==> src/rtl/billiard_pkg.sv <==
// Shared types and constants for the billiard ball kinematics blocks.
// Positions are 17-bit unsigned fixed point: 11 integer pixel bits and
// POS_FRAC fraction bits. Velocities are 11-bit signed, in 1/64 pixel
// per frame, so one velocity LSB equals one position LSB.
package billiard_pkg;

    localparam int POS_FRAC  = 6;
    localparam int BALL_SIZE = 32;

    typedef logic signed [10:0] vel_t;
    typedef logic [16:0]        pos_t;

    typedef enum logic [1:0] {
        ST_IDLE,
        ST_MOVE,
        ST_WALL,
        ST_FRICT
    } state_e;

    // Two's complement negation that maps the most negative value to the
    // most positive one instead of wrapping back onto itself.
    function automatic vel_t neg_sat(input vel_t v);
        if (v == vel_t'({1'b1, 10'b0})) begin
            return vel_t'(11'sd1023);
        end
        return vel_t'(-v);
    endfunction

endpackage

==> src/rtl/axis_integrator.sv <==
// One axis of the ball kinematics: holds the sub-pixel position and the
// velocity for that axis and applies the per-frame update steps when the
// controller strobes them.
//   clk, reset     : clock, synchronous active-high reset
//   move_i         : integrate velocity into position (negative clamps to 0)
//   wall_i         : clamp to [MIN, MAX] and reflect velocity if out of range
//   frict_i        : apply one friction decay step to the velocity
//   load_i         : overwrite velocity with load_vel_i (wins over the others)
//   pos_o          : integer pixel position
//   vel_o          : current velocity
//   refl_o         : current position is outside [MIN, MAX]
module axis_integrator
    import billiard_pkg::*;
#(
    parameter logic [10:0] INIT           = 11'd100,
    parameter logic [10:0] MIN            = 11'd32,
    parameter logic [10:0] MAX            = 11'd575,
    parameter int          FRICTION_SHIFT = 5
) (
    input  logic        clk,
    input  logic        reset,
    input  logic        move_i,
    input  logic        wall_i,
    input  logic        frict_i,
    input  logic        load_i,
    input  vel_t        load_vel_i,
    output logic [10:0] pos_o,
    output vel_t        vel_o,
    output logic        refl_o
);

    pos_t        pos_q;
    vel_t        vel_q;
    logic [17:0] sum;
    pos_t        move_pos;
    pos_t        wall_pos;
    logic [10:0] int_pos;
    logic        below;
    logic        above;
    logic [10:0] mag;
    logic [10:0] dec;
    logic [10:0] new_mag;
    vel_t        frict_vel;

    always_comb begin
        // 18-bit sum so an underflow past zero shows up in the top bit.
        sum      = {1'b0, pos_q} + {{7{vel_q[10]}}, vel_q};
        move_pos = sum[17] ? '0 : sum[16:0];

        int_pos  = pos_q[16:POS_FRAC];
        below    = int_pos < MIN;
        above    = int_pos > MAX;
        refl_o   = below | above;
        wall_pos = pos_q;
        if (below) begin
            wall_pos = {MIN, {POS_FRAC{1'b0}}};
        end else if (above) begin
            wall_pos = {MAX, {POS_FRAC{1'b0}}};
        end

        // Magnitude fits 11 unsigned bits even for -1024.
        mag = vel_q[10] ? unsigned'(vel_t'(-vel_q)) : unsigned'(vel_q);
        dec = mag >> FRICTION_SHIFT;
        if (dec == '0) begin
            dec = 11'd1;
        end
        new_mag   = (mag > dec) ? (mag - dec) : '0;
        frict_vel = vel_q[10] ? vel_t'(-new_mag) : vel_t'(new_mag);
    end

    always_ff @(posedge clk) begin
        if (reset) begin
            pos_q <= {INIT, {POS_FRAC{1'b0}}};
            vel_q <= '0;
        end else begin
            if (move_i) begin
                pos_q <= move_pos;
            end else if (wall_i) begin
                pos_q <= wall_pos;
            end

            if (load_i) begin
                vel_q <= load_vel_i;
            end else if (wall_i && refl_o) begin
                vel_q <= neg_sat(vel_q);
            end else if (frict_i) begin
                vel_q <= frict_vel;
            end
        end
    end

    assign pos_o = pos_q[16:POS_FRAC];
    assign vel_o = vel_q;

endmodule

==> src/rtl/ball_mover.sv <==
// Per-ball kinematics engine. Once per frame it integrates velocity into
// position, reflects off the cushions and applies friction; velocity
// overrides from the cue strike and the collision block are accepted at
// any time and deferred while a frame update is in flight.
//   clk, reset                  : clock, synchronous active-high reset
//   startOfFrame                : one pulse per video frame
//   collisionOccurred           : load ballVelXIn/ballVelYIn
//   hitStrike                   : load hitVelX/hitVelY (wins over collision)
//   ballTopLeftPosX/Y           : integer pixel position
//   ballVelX/Y                  : current velocity, 1/64 pixel per frame
//   moving                      : either velocity component nonzero
//   wallHit                     : one-cycle pulse after a reflection
//
// Each state's work is committed on the clock edge that enters it, so the
// outputs seen while in a state already carry that state's result.
//   state    | meaning
//   ST_IDLE  | waiting for startOfFrame; overrides load velocity directly
//   ST_MOVE  | position holds pos + v (negative clamped to 0)
//   ST_WALL  | position clamped to cushions, velocity reflected
//   ST_FRICT | friction applied on period boundary; wallHit pulses here
module ball_mover
    import billiard_pkg::*;
#(
    parameter logic [10:0] INIT_X          = 11'd100,
    parameter logic [10:0] INIT_Y          = 11'd100,
    parameter logic [10:0] X_MIN           = 11'd32,
    parameter logic [10:0] X_MAX           = 11'd575,
    parameter logic [10:0] Y_MIN           = 11'd32,
    parameter logic [10:0] Y_MAX           = 11'd415,
    parameter int          FRICTION_SHIFT  = 5,
    parameter int          FRICTION_PERIOD = 2
) (
    input  logic        clk,
    input  logic        reset,
    input  logic        startOfFrame,
    input  logic        collisionOccurred,
    input  vel_t        ballVelXIn,
    input  vel_t        ballVelYIn,
    input  logic        hitStrike,
    input  vel_t        hitVelX,
    input  vel_t        hitVelY,
    output logic [10:0] ballTopLeftPosX,
    output logic [10:0] ballTopLeftPosY,
    output vel_t        ballVelX,
    output vel_t        ballVelY,
    output logic        moving,
    output logic        wallHit
);

    state_e     state_q;
    logic [3:0] frame_cnt_q;
    logic       pend_valid_q;
    vel_t       pend_x_q;
    vel_t       pend_y_q;
    logic       wall_seen_q;
    logic       wall_hit_q;

    logic       ovr_req;
    vel_t       ovr_x;
    vel_t       ovr_y;
    logic       do_move;
    logic       do_wall;
    logic       do_frict;
    logic       do_load;
    vel_t       load_x;
    vel_t       load_y;
    logic       refl_x;
    logic       refl_y;

    always_comb begin
        ovr_req  = hitStrike | collisionOccurred;
        ovr_x    = hitStrike ? hitVelX : ballVelXIn;
        ovr_y    = hitStrike ? hitVelY : ballVelYIn;

        do_move  = (state_q == ST_IDLE) && startOfFrame;
        do_wall  = (state_q == ST_MOVE);
        do_frict = (state_q == ST_WALL) && (frame_cnt_q == 4'(FRICTION_PERIOD - 1));

        // On the FRICT->IDLE edge a request arriving in that same cycle is
        // newer than anything pending, so it goes straight in.
        do_load  = ((state_q == ST_IDLE) && ovr_req) ||
                   ((state_q == ST_FRICT) && (ovr_req || pend_valid_q));
        load_x   = ovr_req ? ovr_x : pend_x_q;
        load_y   = ovr_req ? ovr_y : pend_y_q;
    end

    always_ff @(posedge clk) begin
        if (reset) begin
            state_q      <= ST_IDLE;
            frame_cnt_q  <= '0;
            pend_valid_q <= 1'b0;
            pend_x_q     <= '0;
            pend_y_q     <= '0;
            wall_seen_q  <= 1'b0;
            wall_hit_q   <= 1'b0;
        end else begin
            wall_hit_q <= 1'b0;
            case (state_q)
                ST_IDLE: begin
                    if (startOfFrame) begin
                        state_q <= ST_MOVE;
                    end
                end
                ST_MOVE: begin
                    state_q     <= ST_WALL;
                    wall_seen_q <= refl_x | refl_y;
                end
                ST_WALL: begin
                    state_q    <= ST_FRICT;
                    wall_hit_q <= wall_seen_q;
                    if (frame_cnt_q == 4'(FRICTION_PERIOD - 1)) begin
                        frame_cnt_q <= '0;
                    end else begin
                        frame_cnt_q <= frame_cnt_q + 4'd1;
                    end
                end
                ST_FRICT: begin
                    state_q      <= ST_IDLE;
                    pend_valid_q <= 1'b0;
                end
                default: begin
                    state_q <= ST_IDLE;
                end
            endcase

            if (ovr_req && ((state_q == ST_MOVE) || (state_q == ST_WALL))) begin
                pend_valid_q <= 1'b1;
                pend_x_q     <= ovr_x;
                pend_y_q     <= ovr_y;
            end
        end
    end

    axis_integrator #(
        .INIT           (INIT_X),
        .MIN            (X_MIN),
        .MAX            (X_MAX),
        .FRICTION_SHIFT (FRICTION_SHIFT)
    ) u_axis_x (
        .clk        (clk),
        .reset      (reset),
        .move_i     (do_move),
        .wall_i     (do_wall),
        .frict_i    (do_frict),
        .load_i     (do_load),
        .load_vel_i (load_x),
        .pos_o      (ballTopLeftPosX),
        .vel_o      (ballVelX),
        .refl_o     (refl_x)
    );

    axis_integrator #(
        .INIT           (INIT_Y),
        .MIN            (Y_MIN),
        .MAX            (Y_MAX),
        .FRICTION_SHIFT (FRICTION_SHIFT)
    ) u_axis_y (
        .clk        (clk),
        .reset      (reset),
        .move_i     (do_move),
        .wall_i     (do_wall),
        .frict_i    (do_frict),
        .load_i     (do_load),
        .load_vel_i (load_y),
        .pos_o      (ballTopLeftPosY),
        .vel_o      (ballVelY),
        .refl_o     (refl_y)
    );

    assign moving  = (ballVelX != '0) || (ballVelY != '0);
    assign wallHit = wall_hit_q;

endmodule
==> config.mk <==
export PLATFORM = sky130hd
export DESIGN_NAME = ball_mover
export DESIGN_NICKNAME = d
export VERILOG_FILES = /design/src/rtl/billiard_pkg.sv /design/src/rtl/axis_integrator.sv /design/src/rtl/ball_mover.sv
export SDC_FILE = /design/constraint.sdc
export NUM_CORES = 1
export LEC_CHECK = 0
export ABC_AREA = 1
export BUFFER_PORTS_ARGS = -buffer_cell sky130_fd_sc_hd__buf_2
export CAP_MARGIN = 20
export CORE_UTILIZATION = 45
export DETAILED_ROUTE_END_ITERATION = 10
export PLACE_DENSITY = 0.7
export SETUP_SLACK_MARGIN = 0.15
export SYNTH_ARGS = -nofsm -noshare
export SYNTH_HDL_FRONTEND = slang
export SYNTH_SLANG_ARGS = --single-unit
==> constraint.sdc <==
create_clock -name clk -period 4.06 [get_ports clk]
set_input_delay 0.812 -clock clk [delete_from_list [all_inputs] [get_ports clk]]
set_output_delay 0.812 -clock clk [all_outputs]
set_load 0.02 [all_outputs]
== Word-level counts from Yosys, hierarchy flattened ==
Cells that the tools add are included.

* Add/sub/neg operators: 9
* Order comparisons: 6
* Equal/unequal tests: 7
* Mux-type cells: 45
* Bitwise gates (word level): 5
* Reduce and logical (&&, ||, !) cells: 25

{| class="wikitable"
|+ Operators by type and width
! kind !! count
|-
| $mux 11 || 20
|-
| $mux 17 || 10
|-
| $neg 11->11 || 4
|-
| $add 17x18->18 || 2
|-
| $eq 11x11->1 const B || 2
|-
| $gt 11x6->1 || 2
|-
| $logic_not 11->1 || 2
|-
| $lt 11x6->1 const B || 2
|-
| $reduce_bool 11->1 || 2
|-
| $sub 11x6->11 || 2
|-
| $mux 6 || 2
|-
| $reduce_bool 3->1 || 4
|-
| $gt 11x10->1 const B || 1
|-
| $gt 11x9->1 const B || 1
|-
| $mux 1 || 10
|-
| $pmux 2 s4 || 1
|-
| $logic_and 1x1->1 || 7
|-
| $add 4x1->4 const B || 1
|-
| $eq 2x2->1 const B || 2
|-
| $eq 4x1->1 const B || 1
|-
| $logic_or 1x1->1 || 4
|-
| $mux 4 || 1
|-
| $or 1x1->1 || 4
|-
| $reduce_and 2->1 || 2
|-
| other kinds (7) || 8
|}

* Flip-flop bits (word level): 87
* Input port bits: 49
* Output and inout port bits: 46
* Word-level logic and storage cells: 108

== Depth between registers and ports, before layout ==
* Depth after elaboration: 11
* Mapped depth: 32
* Depth with buffers taken out: 32

== Cells and area by module ==
From an unflattened synthesis, not the netlist that was laid out.

* Cell total of the unflattened synthesis: 1427
* Area total of the unflattened synthesis: 8745.9 sq um

{| class="wikitable"
|+ By module, submodules not included
! module !! times used !! cells an instance !! area each (sq um) !! seq. area each (sq um)
|-
| axis_integrator at u_axis_x || 1 || 538 || 3453.3 || 560.5
|-
| axis_integrator at u_axis_y || 1 || 528 || 3266.9 || 560.5
|-
| ball_mover || 1 || 361 || 2025.7 || 620.6
|}

== Least setup slack after synthesis ==
No wires, ideal clock.

* Path kind: reg-to-reg
* From: reg u_axis_x.vel_q[1] (netlist: u_axis_x.vel_o[1])
* To: reg u_axis_x.vel_q[9] (netlist: u_axis_x.vel_o[9])
* Setup time: 0.066 ns
* Arrival: 3.865 ns
* Required time: 3.994 ns
* Slack: 0.129 ns
* Cell stages (with the launch flop): 30
* Buffers on the path: 0
* Period minus slack after synthesis: 3.931 ns
* Cells stage by stage: dfxtp_1 > inv_1 > ha_1 > nand2_4 > nor2_4 > nand2_2 > nor2_1 > ha_1 > inv_1 > nand2_2 > o31ai_1 > ha_1 > inv_1 > fa_1 > nand2_1 > inv_1 > o21ai_0 > nand2_1 > a21oi_1 > xor2_1 > inv_1 > nand3_2 > nand2_1 > o21ai_1 > nand2_1 > nand2_1 > nand3_1 > nand2_1 > nand2_1 > a21oi_2

* Cells in the longest elaborated chain, start to end: 11
* Elaborated cells on any way between the ends: 18
* Classes of those cells: 3 x add/sub; 1 x order compare; 1 x eq/ne; 12 x mux; 1 x reduce/logical

{| class="wikitable"
|+ RTL lines
! item !! RTL line !! source
|-
| start, declared || axis_integrator.sv:33 || <nowiki>vel_t vel_q;</nowiki>
|-
| start signal, assigned || axis_integrator.sv:83 || <nowiki>vel_q <= load_vel_i;</nowiki>
|-
| start signal, assigned || axis_integrator.sv:85 || <nowiki>vel_q <= neg_sat(vel_q);</nowiki>
|-
| start signal, assigned || axis_integrator.sv:87 || <nowiki>vel_q <= frict_vel;</nowiki>
|-
| $neg 11->11 || billiard_pkg.sv:26, axis_integrator.sv:62 ||
|-
| $mux 11 || axis_integrator.sv:62 || <nowiki>mag = vel_q[10] ? unsigned'(vel_t'(-vel_q)) : unsigned'(vel_q);</nowiki>
|-
| $logic_not 11->1 || axis_integrator.sv:64 || <nowiki>if (dec == '0) begin</nowiki>
|-
| $mux 6 || axis_integrator.sv:64 ||
|-
| $sub 11x6->11 / $gt 11x6->1 (equally long branches) || axis_integrator.sv:67 || <nowiki>new_mag = (mag > dec) ? (mag - dec) : '0;</nowiki>
|-
| $mux 11 || axis_integrator.sv:67 ||
|-
| $neg 11->11 || axis_integrator.sv:68 || <nowiki>frict_vel = vel_q[10] ? vel_t'(-new_mag) : vel_t'(new_mag);</nowiki>
|-
| $mux 11 || axis_integrator.sv:68 ||
|-
| $mux 11 || axis_integrator.sv:86 || <nowiki>end else if (frict_i) begin</nowiki>
|-
| $mux 11 (*) || axis_integrator.sv:84 || <nowiki>end else if (wall_i && refl_o) begin</nowiki>
|-
| $mux 11 (*) || axis_integrator.sv:82 || <nowiki>if (load_i) begin</nowiki>
|}

Every way passes the cells marked *; elsewhere a longest branch is shown, timed or not. The select of a mux whose other input is x is not followed.
A chain may end at the register's enable or synchronous reset.

== Final worst setup path ==
* From: reg u_axis_x.vel_q[4] (netlist: u_axis_x.vel_o[4])
* To: reg u_axis_x.vel_q[7] (netlist: u_axis_x.vel_o[7])

Same word-level chain as after synthesis.

==> impl_metrics.tcl <==
set metrics [dict create \
    status "complete, no violations" \
    reg2reg_depth 28 \
    cts.clk_slew.worst_paths_ps 70 \
    setup_viol 0 \
    cp.required_ps 4340 \
    rsz0062_at_grt "yes" \
    cts.htree.levels 3 \
    ys_ff_latch 87 \
    antenna_found_initial 0 \
    cts_hold_buf 0 \
    drt_wl_total_um 25300 \
    crit_arrival_ps 4040 \
    seq_area_frac_synth 0.205 \
    drive_gt1_frac 0.239 \
    worstReg2RegStart "u_axis_x.vel_o[4]" \
    path_class "reg2reg" \
    grt_first_pass_wirelength_um 41200 \
    io_buffers 94 \
    cts_sinks 87 \
    hold_viol_final 0 \
    synth_flop_cell "dfxtp_1" \
    core-area_um2 18300 \
    reg2reg_to "u_axis_x.vel_o[7]" \
    min_period_over_period 0.924 \
    start_util 0.466 \
    place.gp.congestion 0.968 \
    wl_per_cell_um 15.4 \
    fin_tns_setup_ps 0 \
    area_growth_pct 17.6 \
    grt_usage 0.260 \
    route.detailed.drc 0 \
    n_antenna_cell 0 \
    hp-class "reg2reg" \
    synth.area.top_cells "dfxtp_1 20%, nand2_1 13%, ha_1 8.4%, a21oi_1 7.0%, inv_1 5.2%" \
    fin_crit_ps 3750 \
    rows 49 \
    slew_headroom 0.404 \
    grt_max_degree 57 \
    cts_root_buf "clkbuf_16" \
    die-area_um2 19500 \
    slowest_delay_ps 430 \
    max_freq_mhz 267 \
    dr.pass1.iters 5 \
    ios 95 \
    report.final.slew_viol_count 0 \
    drt_iter0_drc 638 \
    async_reset_ff_frac 0 \
    multiInputGateArea_um2 6180 \
    vias 9044 \
    yosys.area.top_type_share 0.205 \
    cp-start-kind "flip-flop" \
    synth_area_um2 8510 \
    cp-startpoint "u_axis_x.vel_o[4]" \
    cts.path.max_buffers 2 \
    synthCells 1306 \
    cts_tree "done" \
    synth_area_per_cell_um2 6.52 \
    maxCapViolCount 0 \
    crit_path_max_fanout 6 \
    synthesis.nets 1416 \
    regArea_um2 1760 \
    reg2reg_slack_ps 310 \
    layout.nets 1522 \
    cp-end-kind "flip-flop" \
    cp_slowest_cell "dfxtp_2" \
    synth_warnings 0 \
    setup.worst_path.end "u_axis_x.vel_o[7]" \
    cts_inserted_buffers 9 \
    synth_cell_types 62 \
    skew_ps 12.9 \
    synth.largest_area_cell "dfxtp_1" \
    ant_nets 0 \
    die_y_um 140 \
    synth_edf_count 0 \
    globalRoute.totalOverflow 0 \
    vias_per_cell 5.49 \
    die-width_um 140 \
    grt_pass1_vias 8487 \
    dp_hpwl_um 18800 \
    tightestPinTransition_ps 891 \
    fill_cells 1765 \
    clk_latency_ps 360 \
]
## logic make-up (layout without fill, tap and decap cells)
logic type | after synthesis | count (layout) | synth area share
AOI/OAI and AO/OA | 291 | 291 | 0.194
xor gates and xnor gates | 42 | 42 | 0.0454
adders and majority gates | 61 | 61 | 0.0932
buffers and inverters | 200 | 311 | 0.0999
DFF | 87 | 87 | 0.205
muxes | 22 | 22 | 0.0265
and+or+nand+nor | 603 | 603 | 0.337
## cells in the final DEF, fill, tap and decap left out, drive strengths merged, types with 7 or more instances in the layout
cell    synthesis  final
clkbuf         30      9
o21ai          99     99
nand3         104    104
xor2           25     25
ha             57     57
or2            12     12
o211ai         11     11
buf            34    159
nor3            7      7
nand4          11     11
a211oi         19     19
dfxtp          87     87
inv           134    139
a21oi         121    121
a31oi          10     10
o21bai          7      7
xnor2          17     17
mux2i          18     18
nand2         321    321
nor4            7      7
nor2          131    131
## per-layer routing
| layer | vias up | global-route usage | part of all wire |
|---|---|---|---|
| met5 | - | 0 | 0 |
| met4 | 0 | 0.104 | 0.027 |
| met3 | 54 | 0.0416 | 0.068 |
| met2 | 309 | 0.418 | 0.45 |
| met1 | 4098 | 0.347 | 0.45 |
| li1 | 4583 | - | - |
## stage by stage
step	utilization	std cells	instance area (um^2)	setup WS, ps	hold WS [ps]
3_5_place_dp	0.505	1603	9220	113	441
2_1_floorplan	-	1306	8520	202	418
5_1_grt	0.548	1646	10000	61.7	465
4_1_cts	0.522	1620	9540	167	443
6_report	0.548	1646	10000	309	435
3_3_place_gp	0.505	1603	9220	229	439
## timing repair
item / in CTS / in global routing
resized for setup: 4 / 74
setup endpoints to repair: 5 / 20
buffers inserted: 1 / 25
pin swaps: 3 / 32
## cell usage after synthesis, types with 8 or more instances
| master | n |
|---|---|
| mux2i_1 | 18 |
| nand2_1 | 294 |
| nand4_1 | 11 |
| nor2_4 | 13 |
| xnor2_1 | 17 |
| inv_2 | 14 |
| buf_4 | 23 |
| nand2_4 | 13 |
| buf_2 | 8 |
| clkbuf_1 | 29 |
| ha_1 | 57 |
| nand3_1 | 87 |
| o21ai_1 | 8 |
| or2_2 | 9 |
| a211oi_1 | 19 |
| nand2_2 | 14 |
| nand3_2 | 14 |
| o21ai_0 | 89 |
| a31oi_1 | 10 |
| o211ai_1 | 11 |
| nor2_1 | 111 |
| a21oi_1 | 119 |
| xor2_1 | 24 |
| inv_1 | 119 |
| dfxtp_1 | 87 |
## worst max-delay path: cells and delay by family (launching register included)
family	cells	cell delay [ps]
buffers and inverters	5	310
flip-flops	1	430
XOR/XNOR	1	160
AO/OA/AOI/OAI	4	730
adder cells (fa/ha/maj)	3	810
AND/OR/NAND/NOR	15	1240
## worst min path at each step
stage | startpoint | end | slack, ps | depth (start not counted)
global route | wall_seen_q | wallHit | 460 | 2
floorplan | wall_seen_q | wallHit | 420 | 2
global placement | pend_x_q[0] | pend_x_q[0] | 440 | 2
detailed placement | wall_seen_q | wallHit | 440 | 2
CTS | wall_seen_q | wallHit | 440 | 2
finish | wall_seen_q | wallHit | 440 | 2
## final cells by class
cell class              count  share of cell area
clock inverters             7             0.00712
clock buffers               9              0.0225
well taps                 229              0.0286
multi-input cells        1019               0.617
inverters                 136              0.0516
flip-flops and latches     87               0.175
repair buffers            159              0.0977
## sequential cells by signal, indices dropped and copies added (netlist names)
register,cells
frame_cnt_q,4
u_axis_y.pos_q,17
pend_x_q,11
pend_y_q,11
pend_valid_q,1
wallHit,1
wall_seen_q,1
u_axis_x.pos_q,17
u_axis_x.vel_o,11
u_axis_y.vel_o,11
state_q,2
Power is left out: the tool's default activity adds up to more than one toggle a clock period on the data nets, which glitch-free logic cannot reach.
